$ cat src/rtl/memory_stage_if.sv
// Data memory request/done bus between the MEM stage and the data memory.
// The stage is the master; the memory model or controller is the slave.
interface memory_stage_if;
  logic [15:0] dmAddr;
  logic [15:0] dmDataIn;
  logic        dmRd;
  logic        dmWr;
  logic [15:0] dmDataOut;
  logic        dmDone;
  logic        dmErr;

  modport master (
    output dmAddr,
    output dmDataIn,
    output dmRd,
    output dmWr,
    input  dmDataOut,
    input  dmDone,
    input  dmErr
  );

  modport slave (
    input  dmAddr,
    input  dmDataIn,
    input  dmRd,
    input  dmWr,
    output dmDataOut,
    output dmDone,
    output dmErr
  );
endinterface

$ cat src/rtl/memory_stage.sv
// MEM stage: load/store against a stall-capable data memory and the MEM/WB
// register; stalls upstream while an access is outstanding.
module memory_stage #(
  parameter int TIMEOUT = 64
) (
  input  logic        clk,
  input  logic        rst,
  input  logic [15:0] aluOut_i,
  input  logic [15:0] reg2Data_i,
  input  logic        memEn_i,
  input  logic        memWrt_i,
  input  logic        regWrt_i,
  input  logic        halt_i,
  input  logic        err_i,
  input  logic [2:0]  writeReg_i,
  input  logic [2:0]  regWrtSrc_i,
  input  logic [15:0] nextPc_i,
  input  logic [15:0] setVal_i,
  memory_stage_if.master dm,
  output logic        memStall_o,
  output logic [15:0] memDataOut_o,
  output logic [15:0] aluOutOut_o,
  output logic [15:0] nextPcOut_o,
  output logic [15:0] setValOut_o,
  output logic        regWrtOut_o,
  output logic        haltOut_o,
  output logic        errOut_o,
  output logic [2:0]  writeRegOut_o,
  output logic [2:0]  regWrtSrcOut_o
);

  typedef enum logic {
    IDLE,
    WAIT
  } state_e;

  localparam logic [7:0] CNT_LAST = 8'(TIMEOUT - 1);

  state_e      state_q;
  logic [7:0]  cnt_q;
  logic [15:0] addr_q;
  logic [15:0] data_q;
  logic        wr_q;

  logic is_idle;
  logic is_wait;
  logic misal;
  logic req;
  logic tmo;
  logic done;
  logic dir;
  logic retire;

  assign is_idle = (state_q == IDLE);
  assign is_wait = (state_q == WAIT);

  // rst gates the Mealy terms so reset forces every output low.
  assign misal = rst & is_idle & memEn_i & aluOut_i[0];
  assign req   = rst & is_idle & memEn_i & ~aluOut_i[0];
  assign tmo   = is_wait & ~dm.dmDone & (cnt_q == CNT_LAST);
  assign done  = dm.dmDone & (req | is_wait);
  assign dir   = is_wait ? wr_q : memWrt_i;

  assign dm.dmRd     = req & ~memWrt_i;
  assign dm.dmWr     = req & memWrt_i;
  assign dm.dmAddr   = is_wait ? addr_q :
                       (req ? aluOut_i : 16'h0000);
  assign dm.dmDataIn = is_wait ? data_q :
                       (req ? reg2Data_i : 16'h0000);

  assign memStall_o = rst & (req | is_wait) & ~dm.dmDone & ~tmo;

  always_comb begin
    retire = 1'b0;
    unique case (1'b1)
      is_wait: retire = dm.dmDone | tmo;
      is_idle: retire = ~(req & ~dm.dmDone);
    endcase
  end

  always_ff @(posedge clk or negedge rst) begin
    if (!rst) begin
      state_q        <= IDLE;
      cnt_q          <= 8'd0;
      addr_q         <= 16'h0000;
      data_q         <= 16'h0000;
      wr_q           <= 1'b0;
      memDataOut_o   <= 16'h0000;
      aluOutOut_o    <= 16'h0000;
      nextPcOut_o    <= 16'h0000;
      setValOut_o    <= 16'h0000;
      regWrtOut_o    <= 1'b0;
      haltOut_o      <= 1'b0;
      errOut_o       <= 1'b0;
      writeRegOut_o  <= 3'd0;
      regWrtSrcOut_o <= 3'd0;
    end else begin
      unique case (state_q)
        IDLE: begin
          if (req && !dm.dmDone) begin
            state_q <= WAIT;
            cnt_q   <= 8'd0;
            addr_q  <= aluOut_i;
            data_q  <= reg2Data_i;
            wr_q    <= memWrt_i;
          end
        end
        WAIT: begin
          if (dm.dmDone || tmo) begin
            state_q <= IDLE;
          end else begin
            cnt_q <= cnt_q + 8'd1;
          end
        end
      endcase

      // EX/MEM is held stable during WAIT, so its fields are still valid.
      if (retire) begin
        aluOutOut_o    <= aluOut_i;
        nextPcOut_o    <= nextPc_i;
        setValOut_o    <= setVal_i;
        writeRegOut_o  <= writeReg_i;
        regWrtSrcOut_o <= regWrtSrc_i;
        haltOut_o      <= halt_i;
        regWrtOut_o    <= regWrt_i & ~(misal | tmo);
        errOut_o       <= err_i | (done & dm.dmErr) | misal | tmo;
        if (done && !dir) begin
          memDataOut_o <= dm.dmDataOut;
        end
      end else begin
        regWrtOut_o <= 1'b0;
        haltOut_o   <= 1'b0;
        errOut_o    <= 1'b0;
      end
    end
  end

endmodule
$ cat src/flat_wrapper.sv
// flat-port wrapper written by rule: the top's interface ports become plain ports
module memory_stage_flat 
#(
  parameter int TIMEOUT = 64
)
  (clk, rst, aluOut_i, reg2Data_i, memEn_i, memWrt_i, regWrt_i, halt_i, err_i, writeReg_i, regWrtSrc_i, nextPc_i, setVal_i, memStall_o, memDataOut_o, aluOutOut_o, nextPcOut_o, setValOut_o, regWrtOut_o, haltOut_o, errOut_o, writeRegOut_o, regWrtSrcOut_o, dm_dmAddr, dm_dmDataIn, dm_dmRd, dm_dmWr, dm_dmDataOut, dm_dmDone, dm_dmErr);
  memory_stage_if dm_i ();
  input  logic clk;
  input  logic rst;
  input  logic [15:0] aluOut_i;
  input  logic [15:0] reg2Data_i;
  input  logic memEn_i;
  input  logic memWrt_i;
  input  logic regWrt_i;
  input  logic halt_i;
  input  logic err_i;
  input  logic [2:0] writeReg_i;
  input  logic [2:0] regWrtSrc_i;
  input  logic [15:0] nextPc_i;
  input  logic [15:0] setVal_i;
  output logic memStall_o;
  output logic [15:0] memDataOut_o;
  output logic [15:0] aluOutOut_o;
  output logic [15:0] nextPcOut_o;
  output logic [15:0] setValOut_o;
  output logic regWrtOut_o;
  output logic haltOut_o;
  output logic errOut_o;
  output logic [2:0] writeRegOut_o;
  output logic [2:0] regWrtSrcOut_o;
  output wire logic [$bits(dm_i.dmAddr)-1:0] dm_dmAddr;
  output wire logic [$bits(dm_i.dmDataIn)-1:0] dm_dmDataIn;
  output wire logic [$bits(dm_i.dmRd)-1:0] dm_dmRd;
  output wire logic [$bits(dm_i.dmWr)-1:0] dm_dmWr;
  input wire logic [$bits(dm_i.dmDataOut)-1:0] dm_dmDataOut;
  input wire logic [$bits(dm_i.dmDone)-1:0] dm_dmDone;
  input wire logic [$bits(dm_i.dmErr)-1:0] dm_dmErr;
  assign dm_dmAddr = dm_i.dmAddr;
  assign dm_dmDataIn = dm_i.dmDataIn;
  assign dm_dmRd = dm_i.dmRd;
  assign dm_dmWr = dm_i.dmWr;
  assign dm_i.dmDataOut = dm_dmDataOut;
  assign dm_i.dmDone = dm_dmDone;
  assign dm_i.dmErr = dm_dmErr;
  memory_stage #(.TIMEOUT(TIMEOUT)) u_core (.clk(clk), .rst(rst), .aluOut_i(aluOut_i), .reg2Data_i(reg2Data_i), .memEn_i(memEn_i), .memWrt_i(memWrt_i), .regWrt_i(regWrt_i), .halt_i(halt_i), .err_i(err_i), .writeReg_i(writeReg_i), .regWrtSrc_i(regWrtSrc_i), .nextPc_i(nextPc_i), .setVal_i(setVal_i), .dm(dm_i), .memStall_o(memStall_o), .memDataOut_o(memDataOut_o), .aluOutOut_o(aluOutOut_o), .nextPcOut_o(nextPcOut_o), .setValOut_o(setValOut_o), .regWrtOut_o(regWrtOut_o), .haltOut_o(haltOut_o), .errOut_o(errOut_o), .writeRegOut_o(writeRegOut_o), .regWrtSrcOut_o(regWrtSrcOut_o));
endmodule
$ cat config.mk
export PLATFORM = sky130hd
export DESIGN_NAME = memory_stage_flat
export DESIGN_NICKNAME = d
export VERILOG_FILES = /design/src/rtl/memory_stage_if.sv /design/src/rtl/memory_stage.sv /design/src/flat_wrapper.sv
export SDC_FILE = /design/constraint.sdc
export NUM_CORES = 1
export LEC_CHECK = 0
export CAP_MARGIN = 20
export CORE_UTILIZATION = 40
export CTS_CLUSTER_DIAMETER = 40
export DETAILED_ROUTE_END_ITERATION = 6
export DONT_BUFFER_PORTS = 1
export RECOVER_POWER = 100
export SLEW_MARGIN = 10
export SYNTH_ARGS = -nofsm -noshare
export SYNTH_HDL_FRONTEND = slang
export SYNTH_SLANG_ARGS = --single-unit
$ cat constraint.sdc
create_clock -name clk -period 3.7 [get_ports clk]
set_input_delay 0.74 -clock clk [delete_from_list [all_inputs] [get_ports clk]]
set_output_delay 0.74 -clock clk [all_outputs]
set_load 0.02 [all_outputs]
==> impl_metrics.json <==
{
  "status": "complete, but fails checks",
  "failed_checks": "max-capacitance violations, max-slew violations",
  "netlist_top_cells_area": "dfrtp_1 59%, mux2_2 9.9%, mux2_4 8.0%, nand2_1 7.8%, a22o_1 5.7%",
  "cp-start-kind": "flip-flop",
  "holdWs_ns": 0.0262,
  "cpMaxStageDelayCell": "nor4bb_1",
  "crit_type": "reg2out",
  "vias_per_cell": 5.44,
  "total_power_uw": 3660,
  "place_congestion": 0.748,
  "first_iter_violations": 158,
  "dp_hpwl_microns": 7190,
  "synth_seq_cells": 115,
  "clockBufferDepth": 2,
  "htree_levels": 4,
  "postCtsHoldBufs": 0,
  "grt_pass1_vias": 3170,
  "fin_worst_skew_ns": 0.00609,
  "grtUsageTotal_pct": 17.8,
  "yosysSeqAreaShare_pct": 58.9,
  "grt.busiest_layer": "met2",
  "wl_per_cell_microns": 19.0,
  "antenna_left": 0,
  "slowest_delay_ns": 0.39,
  "port_buffers": 0,
  "numClockSinks": 115,
  "tns_ns": 0,
  "rows": 40,
  "cts_tree": "done",
  "antenna_found_initial": 0,
  "drive_gt1_share_pct": 20.0,
  "dieArea_sq_um": 12700,
  "worst_pin_slew_ns": 1.77,
  "root_buffer": "clkbuf_16",
  "cts_inserted_buffers": 17,
  "netlist_instances": 394,
  "finalSetupViolations": 0,
  "cap_violations": 2,
  "core_sq_um": 12000,
  "endpoint_kind": "output pin",
  "synth_area_sq_um": 4890,
  "yosys_warnings": 0,
  "met2_usage_pct": 27.6,
  "die_w_microns": 113,
  "yosysTopAreaCellShare_pct": 58.9,
  "powerDensity_nw_per_um2": 662,
  "die-height_microns": 113,
  "cp.arrival_ns": 2.52,
  "fin_crit_sh_pct": 88.0,
  "synth_cell_types": 35,
  "ir_worst_vdd_v": 0.000464,
  "grt_max_degree": 120,
  "fmax_mhz": 307,
  "vias": 3027,
  "synth_area_leader_cell": "dfrtp_1",
  "final_cell_mix": "115 x dfrtp_1, 101 x nand2_1, 43 x mux2_2",
  "crit_top_cell": "buf_4",
  "crit_required_ns": 2.96,
  "overflow": 0,
  "relSlewSlack_pct": -18.2,
  "start_util_pct": 40.9,
  "cp_max_fo": 30,
  "grtUsageMet1_pct": 20.6,
  "final_common_cell": "dfrtp_1",
  "io_pins": 203,
  "synthesis.nets": 490,
  "syn_to_final_growth_pct": 13.0,
  "avgSynthCellArea_sq_um": 12.4,
  "hold_path_class": "in2async",
  "finalNonFillerCells": 556,
  "layout_min_cycle_time_ns": 3.26,
  "worstPathCellList": "buf_4, nor4bb_1, buf_4, nand2b_2, nand2_4, and2_0",
  "firstDrtPassIters": 4,
  "drc": 0,
  "rsz0062_at_grt": "false",
  "cts_resized": 0,
  "hold_viol": 0,
  "placedCellCount": 523,
  "slew_violations": 76,
  "clk_pin_slew_ns": 0.05,
  "clk_latency_ns": 0.41,
  "leakagePower_uw": 0.00249,
  "cts_setup_buffers": 0,
  "wirelength_microns": 10600,
  "final_nets": 492,
  "use_met3_pct": 8.69,
  "antenna_cells": 0,
  "grt_pass1_wl_microns": 16800
}
==> critical path: cells and delay by family, from the launching register on <==
family        cells  cell delay, ns
flops             1            0.37
buf+inv           2            0.54
simple gates      4            1.21
==> per-stage QoR <==
stage          setup slack [ns]  area, sq um  utilization [%]
3_5_place_dp              0.807         5020             42.0
5_1_grt                   0.248         5530             46.2
3_3_place_gp              0.851         5020             42.0
2_1_floorplan             0.984         4890                -
4_1_cts                   0.527         5650             47.2
6_report                  0.443         5530             46.2
==> layer usage <==
layer | part of all wire (%) | wire (microns)
met1 | 40 | 4220
met2 | 47 | 5020
met3 | 11 | 1180
met4 | 1.5 | 159
met5 | 0 | 0
==> sequential cells by signal, indices dropped and copies added, names as in the netlist, 3 cells and up <==
signal / count
u_core.nextPcOut_o: 16
u_core.data_q: 16
u_core.aluOutOut_o: 16
u_core.writeRegOut_o: 3
u_core.setValOut_o: 16
u_core.cnt_q: 8
u_core.memDataOut_o: 16
u_core.regWrtSrcOut_o: 3
u_core.addr_q: 16
==> layout make-up <==
class | instances | area [sq um]
Clock buffer | 24 | 502
Multi-Input combinational cell | 253 | 1790
Inverter | 2 | 7.51
Clock inverter | 8 | 123
Timing Repair Buffer | 7 | 45.0
Sequential cell | 115 | 2880
Fill cell | 1102 | 6430
Tap cell | 147 | 184
==> report_power, final <==
group	leakage (uW)	internal, uW	switching, uW	total [uW]
Clock	0.000298	1150	545	1690
Sequential	0.00140	1440	247	1690
Combinational	0.000798	138	143	282
==> cell families (layout without fill, tap and decap cells) <==
kind of cell,after synthesis,count (layout),synth area share (%)
buf+inv,26,41,2.71
xor+xnor,1,1,0.179
compound gates,48,48,8.24
mux,70,70,18.1
flops,115,115,58.9
fa+ha+maj,1,1,0.256
simple gates,133,133,11.7
==> final timing paths <==
check | start | to | slack [ns] | cells after the start
setup reg to reg | u_core.is_wait | u_core.cnt_q[4] | 0.70 | 5
setup / recovery | u_core.is_wait | memStall_o | 0.44 | 6
hold reg to reg | u_core.addr_q[10] | u_core.addr_q[10] | 0.47 | 2
max in group asynchronous | rst | u_core.nextPcOut_o[6] | 2.94 | 1
hold / removal | rst | u_core.nextPcOut_o[8] | 0.03 | 0
min in group clk | reg2Data_i[14] | u_core.data_q[14] | 0.44 | 2
==> synthesized netlist by cell type (all sizes together) <==
cell and number:
clkbuf 14, nand2 102, dfrtp 115, a21oi 6, o21ai 4, nor2b 4, or4 1, and2 4
nor3 3, nand4b 1, buf 10, and2b 1, nand3 5, ha 1, nor4bb 1, mux2i 1
a22o 32, o41ai 1, nand2b 4, and3 1, xnor2 1, nor4 1, a311o 1, o31ai 1
a211oi 2, nor2 5, mux2 69, inv 2, a41oi 1
Power figures use the tool's default switching activity.
